## src/rtl/pipe_stall_ctrl_pkg.sv

```systemverilog
// Shared types for the pipeline stall controller: FSM states, the ID/EX control
// bundle and the bubble constant loaded whenever an instruction is squashed or held.
package pipe_ctrl_pkg;

  typedef enum logic [1:0] {
    RUN,
    STALL,
    FLUSH
  } state_t;

  localparam int unsigned REG_W_DEF = 4;

  typedef struct packed {
    logic valid;
    logic mem_read;
    logic mem_write;
    logic reg_write;
    logic immd;
  } ctrl_t;

  localparam ctrl_t BUBBLE_CTRL = '0;

endpackage

```

## src/rtl/pipe_stall_ctrl_if.sv

```systemverilog
// Decode/hazard-side handshake and ID/EX outputs of the stall controller.
// master = decode/hazard side, slave = pipe_stall_ctrl.
interface pipe_stall_ctrl_if
  import pipe_ctrl_pkg::*;
#(
  parameter int unsigned REG_W = REG_W_DEF,
  parameter int unsigned CNT_W = 16
);
  logic             StallReq;
  logic             BranchTaken;
  logic             IDValid;
  logic             IDMemRead;
  logic             IDMemWrite;
  logic             IDRegWrite;
  logic             IDImmd;
  logic [REG_W-1:0] IDRegOp1;
  logic [REG_W-1:0] IDRegOp2;

  logic             PCWrite;
  logic             IFIDWrite;
  logic             IFIDFlush;
  logic             IDEXValid;
  logic             IDEXMemRead;
  logic             IDEXMemWrite;
  logic             IDEXRegWrite;
  logic             IDEXImmd;
  logic [REG_W-1:0] IDEXRegOp1;
  logic [REG_W-1:0] IDEXRegOp2;
  logic             StallErr;
  logic [CNT_W-1:0] StallCount;
  logic [CNT_W-1:0] BubbleCount;

  modport master (
    output StallReq, BranchTaken, IDValid, IDMemRead, IDMemWrite, IDRegWrite, IDImmd,
           IDRegOp1, IDRegOp2,
    input  PCWrite, IFIDWrite, IFIDFlush, IDEXValid, IDEXMemRead, IDEXMemWrite,
           IDEXRegWrite, IDEXImmd, IDEXRegOp1, IDEXRegOp2, StallErr, StallCount, BubbleCount
  );

  modport slave (
    input  StallReq, BranchTaken, IDValid, IDMemRead, IDMemWrite, IDRegWrite, IDImmd,
           IDRegOp1, IDRegOp2,
    output PCWrite, IFIDWrite, IFIDFlush, IDEXValid, IDEXMemRead, IDEXMemWrite,
           IDEXRegWrite, IDEXImmd, IDEXRegOp1, IDEXRegOp2, StallErr, StallCount, BubbleCount
  );

endinterface

```

## src/rtl/pipe_stall_ctrl_sat_counter.sv

```systemverilog
// Saturating up-counter with synchronous clear (clear wins over increment).
module sat_counter #(
  parameter int unsigned      WIDTH = 8,
  parameter logic [WIDTH-1:0] MAX   = '1
) (
  input  logic             clk,
  input  logic             rst_n,
  input  logic             i_inc,
  input  logic             i_clr,
  output logic [WIDTH-1:0] o_cnt
);

  logic [WIDTH-1:0] r_cnt;

  always_ff @(posedge clk or negedge rst_n) begin
    if (!rst_n) begin
      r_cnt <= '0;
    end else if (i_clr) begin
      r_cnt <= '0;
    end else if (i_inc && (r_cnt != MAX)) begin
      r_cnt <= r_cnt + 1'b1;
    end
  end

  assign o_cnt = r_cnt;

endmodule

```

## src/rtl/pipe_stall_ctrl.sv

```systemverilog
// Pipeline stall/flush controller: PC/IF-ID enables, ID/EX control register with bubbles,
// stall watchdog. Optional perf counters behind `PIPE_STALL_PERF_CNT_EN.
module pipe_stall_ctrl
  import pipe_ctrl_pkg::*;
#(
  parameter int unsigned REG_W        = REG_W_DEF,
  parameter int unsigned FLUSH_CYCLES = 1,
  parameter int unsigned MAX_STALL    = 8,
  parameter int unsigned CNT_W        = 16
) (
  input logic               clk,
  input logic               rst_n,
  pipe_stall_ctrl_if.slave  bus
);

  localparam logic [2:0] FLUSH_RELOAD = 3'(FLUSH_CYCLES - 1);
  localparam logic [7:0] STALL_LIMIT  = 8'(MAX_STALL);
  localparam logic [7:0] STALL_ERR_AT = 8'(MAX_STALL - 1);

  state_t           r_state;
  state_t           w_state_nxt;
  logic [2:0]       r_flush_cnt;
  logic [2:0]       w_flush_cnt_nxt;
  logic             w_flush;
  logic             w_stall;
  ctrl_t            w_id_ctrl;
  ctrl_t            r_idex_ctrl;
  logic [REG_W-1:0] r_idex_op1;
  logic [REG_W-1:0] r_idex_op2;
  logic [7:0]       w_stall_run;
  logic             r_stall_err;

  always_ff @(posedge clk or negedge rst_n) begin
    if (!rst_n) begin
      r_state     <= RUN;
      r_flush_cnt <= '0;
    end else begin
      r_state     <= w_state_nxt;
      r_flush_cnt <= w_flush_cnt_nxt;
    end
  end

  // Branch beats everything; in FLUSH a stall request is ignored.
  always_comb begin
    w_state_nxt     = r_state;
    w_flush_cnt_nxt = r_flush_cnt;
    w_flush         = 1'b0;
    w_stall         = 1'b0;
    if (bus.BranchTaken) begin
      w_flush         = 1'b1;
      w_flush_cnt_nxt = FLUSH_RELOAD;
      w_state_nxt     = (FLUSH_CYCLES > 1) ? FLUSH : RUN;
    end else begin
      case (r_state)
        FLUSH: begin
          w_flush         = 1'b1;
          w_flush_cnt_nxt = (r_flush_cnt == 3'd0) ? 3'd0 : r_flush_cnt - 3'd1;
          if (r_flush_cnt <= 3'd1) w_state_nxt = RUN;
        end
        default: begin
          if (bus.StallReq) begin
            w_stall     = 1'b1;
            w_state_nxt = STALL;
          end else begin
            w_state_nxt = RUN;
          end
        end
      endcase
    end
  end

  assign bus.PCWrite   = rst_n & ~w_stall;
  assign bus.IFIDWrite = rst_n & ~w_stall;
  assign bus.IFIDFlush = rst_n & w_flush;

  always_comb begin
    w_id_ctrl = '{valid:     bus.IDValid,
                  mem_read:  bus.IDMemRead,
                  mem_write: bus.IDMemWrite,
                  reg_write: bus.IDRegWrite,
                  immd:      bus.IDImmd};
  end

  always_ff @(posedge clk or negedge rst_n) begin
    if (!rst_n) begin
      r_idex_ctrl <= BUBBLE_CTRL;
      r_idex_op1  <= '0;
      r_idex_op2  <= '0;
    end else if (w_flush || w_stall) begin
      r_idex_ctrl <= BUBBLE_CTRL;
      r_idex_op1  <= '0;
      r_idex_op2  <= '0;
    end else begin
      r_idex_ctrl <= w_id_ctrl;
      r_idex_op1  <= bus.IDRegOp1;
      r_idex_op2  <= bus.IDRegOp2;
    end
  end

  assign bus.IDEXValid    = r_idex_ctrl.valid;
  assign bus.IDEXMemRead  = r_idex_ctrl.mem_read;
  assign bus.IDEXMemWrite = r_idex_ctrl.mem_write;
  assign bus.IDEXRegWrite = r_idex_ctrl.reg_write;
  assign bus.IDEXImmd     = r_idex_ctrl.immd;
  assign bus.IDEXRegOp1   = r_idex_op1;
  assign bus.IDEXRegOp2   = r_idex_op2;

  sat_counter #(
    .WIDTH (8),
    .MAX   (STALL_LIMIT)
  ) u_stall_run (
    .clk   (clk),
    .rst_n (rst_n),
    .i_inc (w_stall),
    .i_clr (~w_stall),
    .o_cnt (w_stall_run)
  );

  // Sets on the edge where the run count reaches MAX_STALL, i.e. it currently holds MAX_STALL-1.
  always_ff @(posedge clk or negedge rst_n) begin
    if (!rst_n) begin
      r_stall_err <= 1'b0;
    end else if (w_stall && (w_stall_run >= STALL_ERR_AT)) begin
      r_stall_err <= 1'b1;
    end
  end

  assign bus.StallErr = r_stall_err;

`ifdef PIPE_STALL_PERF_CNT_EN
  sat_counter #(
    .WIDTH (CNT_W)
  ) u_stall_cnt (
    .clk   (clk),
    .rst_n (rst_n),
    .i_inc (w_stall),
    .i_clr (1'b0),
    .o_cnt (bus.StallCount)
  );

  sat_counter #(
    .WIDTH (CNT_W)
  ) u_bubble_cnt (
    .clk   (clk),
    .rst_n (rst_n),
    .i_inc (w_stall | w_flush),
    .i_clr (1'b0),
    .o_cnt (bus.BubbleCount)
  );
`else
  assign bus.StallCount  = {CNT_W{1'b0}};
  assign bus.BubbleCount = {CNT_W{1'b0}};
`endif

endmodule

```

## src/flat_wrapper.sv

```systemverilog
// flat-port wrapper written by rule: the top's interface ports become plain ports
module pipe_stall_ctrl_flat import pipe_ctrl_pkg::*;
#(
  parameter int unsigned REG_W        = REG_W_DEF,
  parameter int unsigned FLUSH_CYCLES = 1,
  parameter int unsigned MAX_STALL    = 8,
  parameter int unsigned CNT_W        = 16
)
  (clk, rst_n, bus_StallReq, bus_BranchTaken, bus_IDValid, bus_IDMemRead, bus_IDMemWrite, bus_IDRegWrite, bus_IDImmd, bus_IDRegOp1, bus_IDRegOp2, bus_PCWrite, bus_IFIDWrite, bus_IFIDFlush, bus_IDEXValid, bus_IDEXMemRead, bus_IDEXMemWrite, bus_IDEXRegWrite, bus_IDEXImmd, bus_IDEXRegOp1, bus_IDEXRegOp2, bus_StallErr, bus_StallCount, bus_BubbleCount);
  pipe_stall_ctrl_if #(.REG_W(REG_W), .CNT_W(CNT_W)) bus_i ();
  input logic clk;
  input logic rst_n;
  input wire logic [$bits(bus_i.StallReq)-1:0] bus_StallReq;
  input wire logic [$bits(bus_i.BranchTaken)-1:0] bus_BranchTaken;
  input wire logic [$bits(bus_i.IDValid)-1:0] bus_IDValid;
  input wire logic [$bits(bus_i.IDMemRead)-1:0] bus_IDMemRead;
  input wire logic [$bits(bus_i.IDMemWrite)-1:0] bus_IDMemWrite;
  input wire logic [$bits(bus_i.IDRegWrite)-1:0] bus_IDRegWrite;
  input wire logic [$bits(bus_i.IDImmd)-1:0] bus_IDImmd;
  input wire logic [$bits(bus_i.IDRegOp1)-1:0] bus_IDRegOp1;
  input wire logic [$bits(bus_i.IDRegOp2)-1:0] bus_IDRegOp2;
  output wire logic [$bits(bus_i.PCWrite)-1:0] bus_PCWrite;
  output wire logic [$bits(bus_i.IFIDWrite)-1:0] bus_IFIDWrite;
  output wire logic [$bits(bus_i.IFIDFlush)-1:0] bus_IFIDFlush;
  output wire logic [$bits(bus_i.IDEXValid)-1:0] bus_IDEXValid;
  output wire logic [$bits(bus_i.IDEXMemRead)-1:0] bus_IDEXMemRead;
  output wire logic [$bits(bus_i.IDEXMemWrite)-1:0] bus_IDEXMemWrite;
  output wire logic [$bits(bus_i.IDEXRegWrite)-1:0] bus_IDEXRegWrite;
  output wire logic [$bits(bus_i.IDEXImmd)-1:0] bus_IDEXImmd;
  output wire logic [$bits(bus_i.IDEXRegOp1)-1:0] bus_IDEXRegOp1;
  output wire logic [$bits(bus_i.IDEXRegOp2)-1:0] bus_IDEXRegOp2;
  output wire logic [$bits(bus_i.StallErr)-1:0] bus_StallErr;
  output wire logic [$bits(bus_i.StallCount)-1:0] bus_StallCount;
  output wire logic [$bits(bus_i.BubbleCount)-1:0] bus_BubbleCount;
  assign bus_i.StallReq = bus_StallReq;
  assign bus_i.BranchTaken = bus_BranchTaken;
  assign bus_i.IDValid = bus_IDValid;
  assign bus_i.IDMemRead = bus_IDMemRead;
  assign bus_i.IDMemWrite = bus_IDMemWrite;
  assign bus_i.IDRegWrite = bus_IDRegWrite;
  assign bus_i.IDImmd = bus_IDImmd;
  assign bus_i.IDRegOp1 = bus_IDRegOp1;
  assign bus_i.IDRegOp2 = bus_IDRegOp2;
  assign bus_PCWrite = bus_i.PCWrite;
  assign bus_IFIDWrite = bus_i.IFIDWrite;
  assign bus_IFIDFlush = bus_i.IFIDFlush;
  assign bus_IDEXValid = bus_i.IDEXValid;
  assign bus_IDEXMemRead = bus_i.IDEXMemRead;
  assign bus_IDEXMemWrite = bus_i.IDEXMemWrite;
  assign bus_IDEXRegWrite = bus_i.IDEXRegWrite;
  assign bus_IDEXImmd = bus_i.IDEXImmd;
  assign bus_IDEXRegOp1 = bus_i.IDEXRegOp1;
  assign bus_IDEXRegOp2 = bus_i.IDEXRegOp2;
  assign bus_StallErr = bus_i.StallErr;
  assign bus_StallCount = bus_i.StallCount;
  assign bus_BubbleCount = bus_i.BubbleCount;
  pipe_stall_ctrl #(.REG_W(REG_W), .FLUSH_CYCLES(FLUSH_CYCLES), .MAX_STALL(MAX_STALL), .CNT_W(CNT_W)) u_core (.clk(clk), .rst_n(rst_n), .bus(bus_i));
endmodule
```

## config.mk

```make
export PLATFORM = sky130hd
export DESIGN_NAME = pipe_stall_ctrl_flat
export DESIGN_NICKNAME = d
export VERILOG_FILES = /design/src/rtl/pipe_stall_ctrl_pkg.sv /design/src/rtl/pipe_stall_ctrl_if.sv /design/src/rtl/pipe_stall_ctrl_sat_counter.sv /design/src/rtl/pipe_stall_ctrl.sv /design/src/flat_wrapper.sv
export SDC_FILE = /design/constraint.sdc
export NUM_CORES = 1
export LEC_CHECK = 0
export BUFFER_PORTS_ARGS = -buffer_cell sky130_fd_sc_hd__buf_2
export CORE_MARGIN = 2
export CORE_UTILIZATION = 39
export CTS_CLUSTER_DIAMETER = 100
export DETAILED_ROUTE_END_ITERATION = 16
export GPL_TIMING_DRIVEN = 1
export PLACE_DENSITY = 0.73
export SYNTH_ARGS = -nofsm -noshare
export SYNTH_HDL_FRONTEND = slang
export SYNTH_SLANG_ARGS = --single-unit
export TNS_END_PERCENT = 5
```

## constraint.sdc

```tcl
create_clock -name clk -period 1.46 [get_ports clk]
set_input_delay 0.292 -clock clk [delete_from_list [all_inputs] [get_ports clk]]
set_output_delay 0.292 -clock clk [all_outputs]
set_load 0.02 [all_outputs]
```

==> reports/qor.yml <==
status: "finished with violations"
violations: "design-rule violations"
num_rows: 19
drive_above_1_share: 0.310
hold_violations: 0
synth_area_um2: 1170
period_needed_ns: 1.39
place_area_um2: 1280
cts_root_buf: "clkbuf_4"
drcViolationCount: 4
clock_latency_ns: 0.30
p_int_w: 0.000838
grt_max_degree: 15
drt-initial-drc-count: 23
vias: 831
critPathArrivalTime_ns: 1.59
start_kind: "flip-flop"
detail_route.wl_per_cell_um: 10.5
ys_seq_area_frac: 0.470
postRouteAntennaNets: 0
fmax_mhz: 720
cts_num_sinks: 22
ys_types: 29
fin_setup_tns_ns: 0
drt_pre_antenna_iters: 11
p_leak_nw: 0.728
h-tree-depth: 1
nets: 175
first_global_vias: 775
clock_power_share: 0.279
p_comb_frac: 0.178
syn-instance-count: 115
place.gp.congestion: 0.820
placedCellCount: 180
peakVddDrop_v: 0.000501
pin_count: 66
syn2layout_area_growth_pct: 14.0
yosys_warnings: 0
period_share: 0.951
io_buffers: 33
r2r_slack_ns: 0.07
start_util: 0.417
slew_violations: 0
p_seq_frac: 0.543
cts.reportedPaths.clkPinSlew_ns: 0.12
diodes: 0
hpwl_um: 1600
worstSetupPathType: "flip-flop to flip-flop"
finClkSkew_ns: 0.00430
layout_setup_ws_ns: 0.0709
ys_ff_latch: 22
critPathCaptureType: "flip-flop"
numCtsBuffers: 3
core_area_um2: 2810
cts_tree: "done"
clockBufferDepth: 2
antenna_found_initial: 0
grt_pass1_wl_um: 3230
cap_violations: 0
power_density_nw_per_um2: 874
routed_via_density: 4.47
wl_um: 1950
p_sw_w: 0.000330
required_ns: 1.66
grt-ovfl-total: 0
post_synth.cell_area_avg_um2: 10.2
min_path_type: "input pin to flip-flop"
dpl_worst_slack_ns: 0.0176
dieArea_um2: 3460
switching_share: 0.282
setup_viol: 0
grt_usage: 0.122
die_y_um: 58.8
die_x_um: 58.8
cp_max_fo: 6
fin_cells: 186
stdcell_area_um2: 1340
==> through the flow <==
stage	hold slack (ns)	utilization	total power (W)
after floorplan	-0.00359	-	0.000846
after global placement	0.265	0.455	0.000846
after detailed placement	0.267	0.455	0.000850
after CTS	0.172	0.474	0.00118
after global routing	0.169	0.476	0.00123
final	0.185	0.476	0.00117
==> worst paths after layout <==
check	cells after the start	end	startpoint
worst min-delay path	2	u_core.bus.IDEXRegOp1[3]	bus_IDRegOp1[3]
worst max-delay path	3	u_core.u_stall_run.o_cnt[1]	u_core.u_stall_run.o_cnt[4]
min in group asynchronous	3	u_core.bus.IDEXRegWrite	rst_n
max in group asynchronous	3	u_core.bus.IDEXRegOp2[1]	rst_n
worst max register to register	3	u_core.u_stall_run.o_cnt[1]	u_core.u_stall_run.o_cnt[4]
worst min register to register	1	u_core.bus.StallErr	u_core.bus.StallErr
==> per-layer routing <==
| metal | GRT usage | wire (um) | up-vias |
|---|---|---|---|
| met5 | 0 | 0 | - |
| met4 | 0.0617 | 25 | 0 |
| met3 | 0.0505 | 230 | 4 |
| met2 | 0.200 | 988 | 57 |
| met1 | 0.137 | 710 | 379 |
| li1 | - | - | 391 |
==> cells in the mapped netlist <==
cell type,n,area (um2)
o21ai_0,3,15.0
buf_4,33,248
xor2_1,2,17.5
nand3_1,4,20.0
ha_1,2,25.0
nor2b_1,1,6.26
nor2_1,3,11.3
nand3b_1,1,7.51
a2111oi_1,1,10.0
a31o_1,1,8.76
nor4_1,1,6.26
or3_1,3,18.8
o21ai_1,1,5.00
dfrtp_1,22,551
nor3_2,1,10.0
a21oi_1,5,25.0
or4_4,1,11.3
nand2b_1,1,6.26
and2_1,15,93.8
conb_1,1,3.75
nand4_1,1,6.26
buf_2,1,5.00
and3b_1,1,8.76
o21bai_1,1,7.51
nand2_1,2,7.51
nor3b_2,1,12.5
inv_1,3,11.3
nor3_1,1,5.00
clkbuf_1,2,7.51
==> cells by family after synthesis <==
kind of cell / after synthesis / synth area share
buffers and inverters: 39 / 0.232
adders and majority gates: 2 / 0.0214
DFF: 22 / 0.470
and+or+nand+nor: 37 / 0.198
AOI/OAI and AO/OA: 12 / 0.0609
other: 1 / 0.00320
xor gates and xnor gates: 2 / 0.0150
==> cells in the final DEF, fill, tap and decap left out, types with 2 or more instances in the layout <==
master,netlist,layout
buf_4,33,7
inv_1,3,3
ha_1,2,2
nand3_1,4,4
conb_1,1,32
o21ai_0,3,3
or3_1,3,3
clkbuf_4,0,3
nand2_1,2,2
dfrtp_1,22,22
xor2_1,2,2
a21oi_1,5,5
nor2_1,3,3
and2_1,15,15
buf_2,1,33
==> sequential cells by signal, indices dropped and copies added (netlist names) <==
| name | cells |
|---|---|
| u_core.bus.IDEXRegOp2 | 4 |
| u_core.u_stall_run.o_cnt | 8 |
| u_core.bus.IDEXImmd | 1 |
| u_core.bus.StallErr | 1 |
| u_core.bus.IDEXRegOp1 | 4 |
| u_core.bus.IDEXMemRead | 1 |
| u_core.bus.IDEXRegWrite | 1 |
| u_core.bus.IDEXMemWrite | 1 |
| u_core.bus.IDEXValid | 1 |
==> critical path, stage by stage, from the launching register on <==
cell	delay [ns]
dfrtp_1	0.46
or4_4	0.58
o21ai_1	0.16
a21oi_1	0.09
==> what timing repair did <==
| action | CTS | global route |
|---|---|---|
| endpoints found under the setup margin | 1 | 1 |
| resized for setup | 0 | 1 |
| endpoints found under the hold margin | 22 | 0 |
| pin swaps | 0 | 1 |
| setup buffers | 1 | 0 |
| hold buffers | 1 | 0 |
==> area by class of cell <==
cell class	count	area, um2
Inverter	3	11.3
Fill cell	274	1470
Tap cell	31	38.8
Clock buffer	4	36.3
Multi-Input combinational cell	85	470
Timing Repair Buffer	41	228
Sequential cell	22	551
==> power groups by stage <==
stage / clock network [W] / registers, W / logic [W]
after detailed placement: 0 / 0.000646 / 0.000203
after CTS: 0.000341 / 0.000634 / 0.000207
after floorplan: 0 / 0.000670 / 0.000176
after global routing: 0.000366 / 0.000637 / 0.000227
final: 0.000325 / 0.000634 / 0.000208
after global placement: 0 / 0.000646 / 0.000200
Power figures use the tool's default switching activity.
